## config.mk

```make
export PLATFORM = sky130hd
export DESIGN_NAME = stream_fifo
export DESIGN_NICKNAME = d
export VERILOG_FILES = /design/src/rtl/stream_fifo.sv
export SDC_FILE = /design/constraint.sdc
export NUM_CORES = 1
export LEC_CHECK = 0
export CAP_MARGIN = 0
export CORE_MARGIN = 2
export CORE_UTILIZATION = 60
export CTS_CLUSTER_DIAMETER = 60
export CTS_CLUSTER_SIZE = 30
export DETAILED_ROUTE_END_ITERATION = 8
export PLACE_DENSITY = 0.81
export SLEW_MARGIN = 15
export SYNTH_ARGS = -nofsm -noshare
export SYNTH_HDL_FRONTEND = slang
export SYNTH_SLANG_ARGS = --single-unit
export TNS_END_PERCENT = 20
```

## constraint.sdc

```tcl
create_clock -name clk_i -period 9 [get_ports clk_i]
set_input_delay 0.9 -clock clk_i [delete_from_list [all_inputs] [get_ports clk_i]]
set_output_delay 0.9 -clock clk_i [all_outputs]
set_load 0.03 [all_outputs]
```

## src/rtl/stream_fifo.sv

```systemverilog
// stream_fifo: single-clock FIFO with valid/ready handshakes on both sides.
// Any depth of 2 or more is allowed, not only powers of two. It provides an occupancy
// count, almost-full and almost-empty flags, a synchronous flush and a peak-occupancy
// monitor.
//
// Optional feature macro: STREAM_FIFO_FULL_PUSH_EN. When it is defined, a full FIFO
// accepts a write in the same cycle as a read. This adds a combinational path from
// out_ready_i to in_ready_o.
//
// Ports:
//   clk_i          clock, rising edge
//   reset_i        synchronous active-high reset; takes priority over flush_i
//   flush_i        synchronous clear of contents, pointers, count and peak
//   in_data_i      write data
//   in_valid_i     producer offers in_data_i
//   in_ready_o     FIFO accepts a write this cycle
//   out_data_o     head entry (don't-care while out_valid_o = 0)
//   out_valid_o    head entry present
//   out_ready_i    consumer takes the head entry
//   count_o        occupancy, 0..Depth
//   almost_full_o  count_o >= AfThr
//   almost_empty_o count_o <= AeThr
//   peak_o         maximum count_o since the last reset or flush
module stream_fifo #(
   parameter int unsigned Width = 32,
   parameter int unsigned Depth = 6,
   parameter int unsigned AfThr = Depth - 1,
   parameter int unsigned AeThr = 1,
   localparam int unsigned CntW = $clog2(Depth + 1)
) (
   input  logic             clk_i,
   input  logic             reset_i,
   input  logic             flush_i,
   input  logic [Width-1:0] in_data_i,
   input  logic             in_valid_i,
   output logic             in_ready_o,
   output logic [Width-1:0] out_data_o,
   output logic             out_valid_o,
   input  logic             out_ready_i,
   output logic [CntW-1:0]  count_o,
   output logic             almost_full_o,
   output logic             almost_empty_o,
   output logic [CntW-1:0]  peak_o
);

   localparam int unsigned PtrW = (Depth > 1) ? $clog2(Depth) : 1;
   localparam logic [PtrW-1:0] PtrMax = PtrW'(Depth - 1);
   localparam logic [CntW-1:0] CntFull = CntW'(Depth);

   logic [Width-1:0] mem_q [Depth];
   logic [PtrW-1:0]  wr_ptr_q, wr_ptr_d;
   logic [PtrW-1:0]  rd_ptr_q, rd_ptr_d;
   logic [CntW-1:0]  count_q, count_d;
   logic [CntW-1:0]  peak_q, peak_d;

   logic full, empty, clear, wr_en, rd_en;

   assign full  = (count_q == CntFull);
   assign empty = (count_q == '0);
   assign clear = reset_i | flush_i;

   // A reset or flush cycle blocks both handshakes, so no word crosses the clear.
`ifdef STREAM_FIFO_FULL_PUSH_EN
   assign in_ready_o = (~full | out_ready_i) & ~clear;
`else
   assign in_ready_o = ~full & ~clear;
`endif
   assign out_valid_o = ~empty & ~clear;

   assign wr_en = in_valid_i & in_ready_o;
   assign rd_en = out_valid_o & out_ready_i;

   assign out_data_o     = mem_q[rd_ptr_q];
   assign count_o        = count_q;
   assign peak_o         = peak_q;
   assign almost_full_o  = (count_q >= CntW'(AfThr));
   assign almost_empty_o = (count_q <= CntW'(AeThr));

   always_comb begin
      wr_ptr_d = wr_ptr_q;
      rd_ptr_d = rd_ptr_q;
      count_d  = count_q;
      peak_d   = peak_q;
      if (clear) begin
         wr_ptr_d = '0;
         rd_ptr_d = '0;
         count_d  = '0;
         peak_d   = '0;
      end else begin
         // Pointers wrap by explicit compare, so the depth need not be a power of two.
         if (wr_en) begin
            wr_ptr_d = (wr_ptr_q == PtrMax) ? '0 : wr_ptr_q + PtrW'(1);
         end
         if (rd_en) begin
            rd_ptr_d = (rd_ptr_q == PtrMax) ? '0 : rd_ptr_q + PtrW'(1);
         end
         unique case ({wr_en, rd_en})
            2'b10:   count_d = count_q + CntW'(1);
            2'b01:   count_d = count_q - CntW'(1);
            default: count_d = count_q;
         endcase
         if (count_d > peak_q) begin
            peak_d = count_d;
         end
      end
   end

   always_ff @(posedge clk_i) begin
      if (reset_i) begin
         wr_ptr_q <= '0;
         rd_ptr_q <= '0;
         count_q  <= '0;
         peak_q   <= '0;
      end else begin
         wr_ptr_q <= wr_ptr_d;
         rd_ptr_q <= rd_ptr_d;
         count_q  <= count_d;
         peak_q   <= peak_d;
      end
   end

   // Storage is deliberately not reset; entries are only visible through count_q.
   always_ff @(posedge clk_i) begin
      if (wr_en) begin
         mem_q[wr_ptr_q] <= in_data_i;
      end
   end

endmodule

```

**Word-level counts from Yosys, hierarchy flattened**

Memory sizes are Yosys's and may differ from the RTL's. A register that Yosys moved wholly into a read port is not among the register bits.
Index checks and enable logic that the tools add are counted.

- Add/subtract/negate cells: 4
- Order comparisons: 3
- Equal/unequal tests: 5
- Muxes and demuxes: 8
- Bitwise operators: 8
- Reduce and logical (&&, ||, !) cells: 2

Operators with widths:

| cell | number |
|---|---|
| two-way mux 3 bit | 5 |
| adder 3 x 1 -> 3 bit (second input constant) | 3 |
| == test 3 bit (second input constant) | 3 |
| case mux 3 bit (2 select lines) | 1 |
| bitwise AND 1 bit | 4 |
| greater-or-equal comparator 3 bit (second input constant) | 1 |
| > comparator 3 bit | 1 |
| less-or-equal comparator 3 x 1 -> 1 bit (second input constant) | 1 |
| zero test 3 bit | 1 |
| inverter 1 bit | 3 |
| subtractor 3 x 1 -> 3 bit (second input constant) | 1 |
| == test 2 x 1 -> 1 bit (second input constant) | 1 |
| == test 2 bit (second input constant) | 1 |
| two-way mux 1 bit | 2 |
| OR reduction 2 bit | 1 |
| bitwise OR 1 bit | 1 |

- Bits in registers: 12
- Bits in writable memories: 192
- Bits of input ports: 37
- Output and inout bits: 42
- Logic and storage cells: 35
- Memories kept: 1

Memory list:

| name | depth | width | rd ports | clocked after memory_dff | wr ports | line | text |
|---|---|---|---|---|---|---|---|
| mem_q | 6 | 32 | 1 | 1 | 1 | 50 | `logic [Width-1:0] mem_q [Depth];` |

**Depth between registers and ports, before layout**

- Word-level depth: 8
- Depth in mapped cells: 14
- Gate-level depth less buffers: 14

**Least setup slack after synthesis**

No wires, ideal clock.

- Path type: reg-to-reg
- From: register count_q[0], in the netlist count_o[0]
- To: memory mem_q[2][0] (enable)
- Setup time: 513 ps
- Arrival: 5030 ps
- Data required time: 8487 ps
- Setup slack: 3457 ps
- Cell stages (with the launch flop): 6
- Buffers on the path: 0
- Period minus slack after synthesis: 5543 ps
- Path through: dfxtp_1 > inv_1 > ha_1 > a211oi_4 > nand2_2 > nor4b_1

- Word-level cells in the longest chain between the ends: 6

Ends and longest elaborated chain:

| what | line | text |
|---|---|---|
| start: declaration | 53 | `logic [CntW-1:0] count_q, count_d;` |
| start signal: assignment | 117 | `count_q <= count_d;` |
| == test 3 bit | 58 | `assign full = (count_q == CntFull);` |
| inverter 1 bit | 66 | `assign in_ready_o = ~full & ~clear;` |
| bitwise AND 1 bit | 66 |  |
| via in_ready_o | 36 | `output logic in_ready_o,` |
| bitwise AND 1 bit | 70 | `assign wr_en = in_valid_i & in_ready_o;` |
| two-way mux 1 bit | 124 | `if (wr_en) begin` |
| two-way mux 1 bit (not written as such) | 125 | `mem_q[wr_ptr_q] <= in_data_i;` |
| end: declaration | 50 |  |

The timed path passes the listed nets, and every way through them passes these cells.

==> summary.txt <==
Clocking
  • Post-CTS setup buffers: 0
  • Clock transition at path regs: 0.10 ns
  • Post-CTS Hold Buffers: 0
  • H-tree depth: 1
  • Post-CTS Resized: 0
  • TritonCTS clock tree: built
  • Clock Latency Late Sink: 0.48 ns
  • TritonCTS Buffers: 12
  • Clock Tree Buf Depth: 3
  • Root Buffer: clkbuf_16
  • Clk sink count: 207

Worst setup path
  • WP data required: 8.10 ns
  • Crit-path slowest cell: buf_4
  • Crit-path leading delay family: buffers and inverters
  • WS Path Type: flop to output pin
  • CP peak stage delay: 0.74 ns
  • Crit end category: output pin
  • Critical Path AT: 3.30 ns
  • Crit-path max FO: 47
  • WP buf/inv: 2
  • Crit path cell chain: buf_4, mux4_1, nor2_1, a21oi_1, clkdlybuf4s50_1
  • Startpoint types: flop

Drt
  • Post-route ant nets: 0
  • Router iterations before antenna repair: 5
  • Routed WL per cell: 20.5 µm
  • Via count: 4070
  • Post-Route WL: 14.2 mm
  • Initial DRC count: 396
  • DRC viols: 0
  • Vias per Instance: 5.86

Pwr
  • Combinational share of power: 3.5%
  • Switching part of the total: 20.2%
  • NetSw: 355 µW
  • VDD IR max: 0.000117 V
  • Power Internal: 1400 µW
  • Seq pwr share: 60.1%
  • Leakage power: 0.00297 µW
  • Clock power frac: 36.3%
  • PwrDens: 185 mW/mm²

Placement
  • Final Wtd Congestion: 0.780
  • Placed Area: 0.00906 mm²
  • PortBufs: 78
  • DP HPWL: 8.07 mm

Yosys
  • Yosys cell types: 42
  • Flop and latch count out of synthesis: 207
  • Synth warn: 0
  • Post-synthesis sequential area ratio: 75.1%
  • Post-synth EDFFs: 192
  • Avg Cell Area, Syn: 18.9 µm²
  • Net Count, Synth: 475
  • Cell count after synthesis: 428
  • FFs w/ async S/R, synth: 0%
  • Top cells by area, synth: edfxtp_1 (71%), mux4_2 (7.5%), mux2i_1 (4.1%), dfxtp_1 (3.7%), a21oi_1 (2.2%)
  • Post-synth top area share: 71.4%
  • Mapped cell area: 0.00808 mm²
  • Area leader, netlist: edfxtp_1
  • Most used DFF post-synth: edfxtp_1

Timing
  • Hold WS: 0.496 ns
  • Hold Fails Final Rpt: 0
  • Fmax: 238 MHz
  • Slew margin rel.: 31.9%
  • Final setup skew: 0.0203 ns
  • Worst slew pin tran: 1.02 ns
  • Final setup vio count: 0
  • Tmin final: 4.20 ns
  • Setup tns final: 0 ns
  • RSZ-0062 raised after global routing: no
  • Slew Viols, Final: 0
  • Final period util: 46.7%

Floorplanning
  • I/O Pins: 79
  • Row cnt: 42
  • DIE WIDTH: 120 µm
  • Area of the core: 0.0132 mm²
  • Chip Height: 120 µm
  • Die ar.: 0.0144 mm²
  • Starting Density: 61.2%

Cells and area
  • Share of cells above drive strength 1: 13.3%
  • Area Growth Syn to Fin: 17.7%
  • Finished Cell Area: 0.00951 mm²
  • Final Util: 72.1%
  • Filler cell count in the final layout: 782
  • Nets: 558

Min path
  • Hold WC Path Type: flop to flop

Global routing
  • First-pass GRT wire length: 22.4 mm
  • Largest net degree at the start of global routing: 65
  • Initial antenna violation count: 1
  • Total GRT Usage: 20.5%
  • Gr ovfl total: 0
  • Vias in the first global route: 4236

Outcome
  • Outcome: complete, no violations

Flow run
  • MaxCap Viol Count: 0
==> layout make-up <==
cell class | instances | area [µm²] | share of cell area [%]
clock buffers | 14 | 339 | 3.57
multi-input cells | 196 | 1900 | 19.9
inverters | 7 | 26.3 | 0.276
flip-flops and latches | 207 | 6070 | 63.9
repair buffers | 87 | 848 | 8.92
clock inverters | 6 | 103 | 1.08
well taps | 176 | 220 | 2.32
diodes | 1 | 2.50 | 0.0263
==> routing by layer <==
metal  track usage [%]  wire (µm)
met5                 0          0
met4              6.40        255
met3              3.23        798
met2              34.9       7320
met1              27.6       5840
==> synth_stat cells, drive strengths merged, types with 2 or more instances <==
| cell | instances |
|---|---|
| ha | 10 |
| nor3b | 2 |
| clkbuf | 6 |
| o21ai | 6 |
| nor2 | 40 |
| o21a | 2 |
| nand3 | 6 |
| xor2 | 2 |
| mux2i | 33 |
| nor3 | 2 |
| buf | 12 |
| nand2b | 2 |
| nor2b | 3 |
| edfxtp | 192 |
| inv | 7 |
| and2 | 3 |
| nand3b | 2 |
| nand2 | 2 |
| o31ai | 2 |
| dfxtp | 15 |
| a21oi | 35 |
| nor4b | 2 |
| a211oi | 2 |
| a31o | 2 |
| mux4 | 32 |
==> registers in the layout (all words and copies together) (netlist names), named ones only <==
register and flops:
peak_o 3, wr_ptr_q 3, rd_ptr_q 3, mem_q 192
count_o 3
==> layout by cell type, fill, tap and decap left out, types with 2 or more instances in the layout <==
cell type / instances
edfxtp_1: 192
clkdlybuf4s50_1: 78
nor2_1: 40
a21oi_1: 35
mux2i_1: 33
mux4_2: 27
clkbuf_16: 13
dfxtp_1: 12
ha_1: 10
buf_4: 9
inv_1: 7
o21ai_0: 6
nand3_1: 5
mux4_1: 5
nor2b_1: 3
and2_1: 3
nand2b_1: 2
nand3b_1: 2
nor4b_2: 2
o21a_1: 2
xor2_1: 2
o31ai_1: 2
dfxtp_2: 2
clkinv_8: 2
==> final timing paths <==
check | from | to | slack (ns) | depth (start not counted)
max | flop | out_data_o[19] | 4.80 | 5
min | rd_ptr_q[2] | flop | 0.50 | 1
max reg2reg | count_o[0] | peak_o[0] | 5.28 | 13
min reg2reg | rd_ptr_q[2] | flop | 0.50 | 1
==> cell families after synthesis <==
family / after synthesis / share of synthesized area [%]
flip-flops: 207 / 75.1
AND/OR/NAND/NOR: 68 / 4.23
multiplexers: 65 / 13.2
AO/OA/AOI/OAI: 51 / 3.66
buffers and inverters: 25 / 2.01
adder cells (fa/ha/maj): 10 / 1.55
XOR/XNOR: 2 / 0.217
==> power by group through the flow <==
stage | sequential [µW] | combinational, µW | clock (µW)
after floorplan | 1080 | 22.7 | 0
after detailed placement | 1080 | 61.8 | 0
after CTS | 1060 | 62.5 | 647
after global placement | 1080 | 59.3 | 0
after global routing | 1060 | 67.1 | 682
final | 1060 | 62.2 | 637
==> metrics by stage <==
step           instances  worst slack [ns]  power (µW)
4_1_cts              693              4.71        1770
5_1_grt              694              4.59        1810
3_3_place_gp         673              4.97        1140
6_report             694              4.80        1760
2_1_floorplan        428              3.46        1100
3_5_place_dp         673              4.53        1140
Power figures use the tool's default switching activity.
